===== config.mk =====
export PLATFORM = sky130hd
export DESIGN_NAME = hex_rotate_ctrl
export DESIGN_NICKNAME = d
export VERILOG_FILES = /design/src/rtl/hex_rotate_ctrl.sv
export SDC_FILE = /design/constraint.sdc
export NUM_CORES = 1
export LEC_CHECK = 0
export BUFFER_PORTS_ARGS = -buffer_cell sky130_fd_sc_hd__buf_2
export CORE_AREA = 2 2 82 84
export CTS_BUF_LIST = sky130_fd_sc_hd__clkbuf_16
export CTS_CLUSTER_DIAMETER = 40
export DETAILED_ROUTE_END_ITERATION = 7
export DIE_AREA = 0 0 84 86
export HOLD_SLACK_MARGIN = 0.06
export PLACE_DENSITY = 0.48
export SLEW_MARGIN = 20
export SYNTH_ARGS = -nofsm -noshare
export SYNTH_HDL_FRONTEND = slang
export SYNTH_SLANG_ARGS = --single-unit

===== constraint.sdc =====
create_clock -name Clock -period 1.9 [get_ports Clock]
set_input_delay 0.095 -clock Clock [delete_from_list [all_inputs] [get_ports Clock]]
set_output_delay 0.095 -clock Clock [all_outputs]
set_load 0.02 [all_outputs]

===== src/rtl/hex_rotate_ctrl.sv =====
// Rotates a 4-character word (2-bit codes) across HEX3..HEX0, one position per
// prescaled tick in run mode or per Step rising edge when paused. Define
// ROT_DIR_EN to add the Dir port (1 = rotate right).
module hex_rotate_ctrl #(
  parameter  int TICK_DIV = 50000000,
  localparam int CW       = $clog2(TICK_DIV)
) (
  input  logic       Clock,
  input  logic       Reset,
  input  logic       Run,
  input  logic       Step,
`ifdef ROT_DIR_EN
  input  logic       Dir,
`endif
  input  logic [7:0] Word,
  output logic [7:0] Char,
  output logic [1:0] Offset,
  output logic       Tick,
  output logic       Running
);

  logic [CW-1:0] cnt_q, cnt_d;
  logic [1:0]    offset_q, offset_d;
  logic [7:0]    char_q, char_d;
  logic          tick_q, tick_d;
  logic          running_q, running_d;
  logic          step_q, step_d;
  logic          wrap, step_edge, adv, dec;
  logic [1:0]    idx;

  always_comb begin
    running_d = Run;
    step_d    = Step;
    // Manual steps only count while the registered mode is paused.
    step_edge = Step & ~step_q & ~running_q;
    wrap      = running_q && (cnt_q == CW'(TICK_DIV - 1));
    cnt_d     = '0;
    if (running_q && !wrap) cnt_d = cnt_q + CW'(1);
    adv       = wrap | step_edge;
`ifdef ROT_DIR_EN
    dec       = Dir;
`else
    dec       = 1'b0;
`endif
    offset_d  = offset_q;
    if (adv) offset_d = dec ? offset_q - 2'd1 : offset_q + 2'd1;
    tick_d    = adv;
    // Char is mapped from the next offset so both update in the same cycle.
    char_d    = '0;
    idx       = '0;
    for (int k = 0; k < 4; k++) begin
      idx             = 2'(k) - offset_d;
      char_d[2*k +: 2] = Word[{idx, 1'b0} +: 2];
    end
  end

  always_ff @(posedge Clock) begin
    if (Reset) begin
      cnt_q     <= '0;
      offset_q  <= '0;
      char_q    <= '0;
      tick_q    <= 1'b0;
      running_q <= 1'b0;
      step_q    <= 1'b1;
    end else begin
      cnt_q     <= cnt_d;
      offset_q  <= offset_d;
      char_q    <= char_d;
      tick_q    <= tick_d;
      running_q <= running_d;
      step_q    <= step_d;
    end
  end

  assign Char    = char_q;
  assign Offset  = offset_q;
  assign Tick    = tick_q;
  assign Running = running_q;

endmodule


==> run_results.csv <==
group,metric,value,unit
worst_hold_path,hold_path_class,"in -> reg",
timing,drv_slew,0,
detailed_routing,vias_per_cell,5.09,
detailed_routing,routedWlPerCell,13.1,um
global_routing,gr-usage-met2,20.0,%
global_routing,overflow,0,
power,ir_drop,441,uV
critical_path,criticalPathCategory,"reg -> reg",
critical_path,r2r-end,"cnt_q[17]",
timing,hold_viol,0,
synthesis,synth-edff-count,0,
timing,max_freq,570,MHz
final_layout,stdcell_area,0.00242,sq mm
timing,final.setup.worst_slack,0.145,ns
synthesis,postSynth.topFlopCell,"dfxtp_1",
global_routing,antenna_found_initial,0,
critical_path,startpoint,"cnt_q[11]",
timing,hold_slack,0.188,ns
critical_path,r2r_setup_slack,0.14,ns
final_layout,finalNetCount,255,
timing,slew-limit-headroom,64.9,%
timing,worstMarginPinSlew,0.525,ns
synthesis,synth_area,0.00197,sq mm
synthesis,synthCells,203,
global_routing,grt_usage,12.8,%
clock_network,cts_tree,"done",
final_layout,fillers,652,
synthesis,yosysUniqueCellTypes,44,
clock_network,numClockSinks,39,
critical_path,required,2.11,ns
detailed_routing,drt_iter0_markers,99,
placement,dpl_cell_area,0.00224,sq mm
floorplan,coreArea,0.00628,sq mm
detailed_routing,ant_nets,0,
synthesis,syn_avg_cell_area,9.71,sq um
detailed_routing,totalWireLength,4200,um
global_routing,first_global_vias,1557,
timing,finalSetupViolCount,0,
synthesis,async_flop_share,0,%
global_routing,use_met1,16.2,%
critical_path,cp_max_fo,11,
critical_path,worstSetupEndpointType,"register",
synthesis,syn_nets,216,
critical_path,rr_worst_depth,4,
clock_network,root_buffer,"clkbuf_16",
detailed_routing,post-route-drc-count,0,
floorplan,ios,24,
clock_network,cts_max_level,2,
timing,finalCriticalPeriod,1.76,ns
floorplan,die_area,0.00722,sq mm
placement,io_buffers,23,
detailed_routing,first_pass_iters,4,
placement,gp_congestion,0.750,
power,powerDensity,743,mW/mm^2
clock_network,clkLatencyLatePin,0.28,ns
final_layout,area_growth,22.9,%
placement,dp_hpwl,3030,um
synthesis,yosysSeqAreaShare,39.6,%
critical_path,endpoint,"cnt_q[17]",
synthesis,ys_ff_latch,39,
final_layout,antenna_cells,0,
synthesis,synth_warnings,0,
detailed_routing,num_vias,1628,
critical_path,cp_data_arrival_time,1.97,ns
final_layout,drive_gt1_share,27.2,%
timing,post-route-period-util,92.4,%
outcome,status,"finished, final reports clean",
floorplan,rows,29,
placement,post-place-ws,0.0488,ns
job,maxCapViolCount,0,
global_routing,grt_start_max_net_pins,21,
critical_path,cp-start-kind,"register",
critical_path,r2r-start,"cnt_q[11]",
floorplan,start_util,31.4,%
floorplan,die_h,86,um
timing,finClkSkew,0.00300,ns
clock_network,cts_buffers,5,
global_routing,grt-busiest-layer,"met2",
clock_network,clkSlewWorstSetupHoldPaths,0.06,ns
power,p_leak,0.871,nW
global_routing,grtUsageMet3,4.91,%
floorplan,die_x,84,um
clock_network,cts_buffer_depth,2,
global_routing,grt_pass1_wl,7290,um
area by class of cell:
| class | instances | area, sq um | share of cell area (%) |
|---|---|---|---|
| Multi-Input combinational cell | 148 | 1110 | 46.0 |
| Sequential cell | 39 | 781 | 32.2 |
| Timing Repair Buffer | 42 | 269 | 11.1 |
| Clock buffer | 5 | 125 | 5.17 |
| Tap cell | 77 | 96.3 | 3.98 |
| Inverter | 6 | 22.5 | 0.930 |
| Clock inverter | 3 | 12.5 | 0.517 |
through the flow:
stage	utilization [%]	TNS [ns]	power [W]	cells
after detailed placement	35.7	0	0.00103	309
after global placement	35.7	0	0.00103	309
after global routing	38.6	-0.0245	0.00189	320
final	38.6	0	0.00180	320
after floorplan	-	0	0.000977	203
after CTS	38.3	0	0.00183	320
layout by cell type (no fill, tap or decap), drive strengths merged:
| cell type | n |
|---|---|
| dlygate4sd3 | 3 |
| o21bai | 1 |
| mux2i | 8 |
| nand4b | 1 |
| nor4 | 2 |
| inv | 8 |
| ha | 1 |
| nand3b | 2 |
| or4 | 9 |
| nand2 | 20 |
| mux2 | 1 |
| nor3 | 2 |
| o21ba | 1 |
| and2 | 2 |
| dfxtp | 39 |
| o211ai | 1 |
| nor2 | 15 |
| nor4b | 2 |
| xor2 | 5 |
| nor3b | 2 |
| a21oi | 11 |
| clkbuf | 5 |
| o31ai | 8 |
| mux4 | 8 |
| clkinv | 1 |
| o31a | 1 |
| and4 | 4 |
| nand3 | 9 |
| o41ai | 1 |
| o21ai | 4 |
| and3 | 4 |
| or3 | 3 |
| nor4bb | 1 |
| xnor2 | 7 |
| nor2b | 2 |
| buf | 39 |
| or3b | 1 |
| or2 | 1 |
| nand4 | 8 |
cell usage after synthesis (2+ instances only):
master	number	area, sq um
dfxtp_1	39	781
nand2_1	20	75.1
nor2_1	15	56.3
a21oi_1	10	50.1
nand3_1	9	45.0
mux2i_1	8	80.1
mux4_2	8	180
o31ai_1	8	60.1
or4_1	8	60.1
nand4_1	7	43.8
xnor2_1	7	61.3
buf_2	6	30.0
inv_1	6	22.5
xor2_1	5	43.8
and3_1	4	25.0
o21ai_0	4	20.0
and4_1	3	26.3
or3_2	3	22.5
buf_6	2	22.5
nand3b_1	2	15.0
nor2b_1	2	12.5
nor3_1	2	10.0
nor3b_1	2	15.0
nor4_1	2	12.5
nor4b_1	2	17.5
repair_timing:
action / in CTS / in global routing
setup endpoints to repair: 0 / 28
setup buffers: 0 / 0
hold buffers: 3 / 0
gates resized for setup: 0 / 4
hold endpoints to repair: 2 / 0
worst min-delay path by stage:
| stage | start | cells past startpoint | endpoint | slack [ns] |
|---|---|---|---|---|
| finish | Reset | 3 | Offset[0] | 0.19 |
| global route | Reset | 3 | Offset[0] | 0.20 |
| CTS | Reset | 3 | Offset[0] | 0.18 |
| detailed placement | Step | 3 | step_q | 0.30 |
| global placement | Step | 3 | step_q | 0.30 |
| floorplan | Reset | 1 | Running | 0.17 |
layer usage:
metal  routed length (um)  vias to the layer above
li1                     -                      830
met1                 2080                      775
met2                 1950                       21
met3                  140                        2
met4                   38                        0
met5                    0                        -
worst max-delay path, stage by stage, from the launching register on:
cell     delay, ns
dfxtp_1       0.43
and3_1        0.26
nand2_1       0.27
or4_1         0.58
a21oi_1       0.15
report_power, final:
group | switching (W) | internal, W
clock network | 0.000313 | 0.000474
registers | 0.0000184 | 0.000841
logic | 0.0000769 | 0.0000765
total | 0.000409 | 0.00139
state kept, by name, indices dropped and copies added (netlist names):
signal	flops
Running	1
Offset	2
Tick	1
Char	8
cnt_q	26
step_q	1
logic make-up (layout without fill, tap and decap cells):
kind of cell | after synthesis | after routing | synth area share (%)
xor gates and xnor gates | 12 | 12 | 5.33
and+or+nand+nor | 90 | 90 | 26.8
buffers and inverters | 16 | 56 | 4.38
adders and majority gates | 1 | 1 | 0.635
muxes | 17 | 17 | 13.8
AOI/OAI and AO/OA | 28 | 28 | 9.46
DFF | 39 | 39 | 39.6
(Power assumes the default switching activity.)
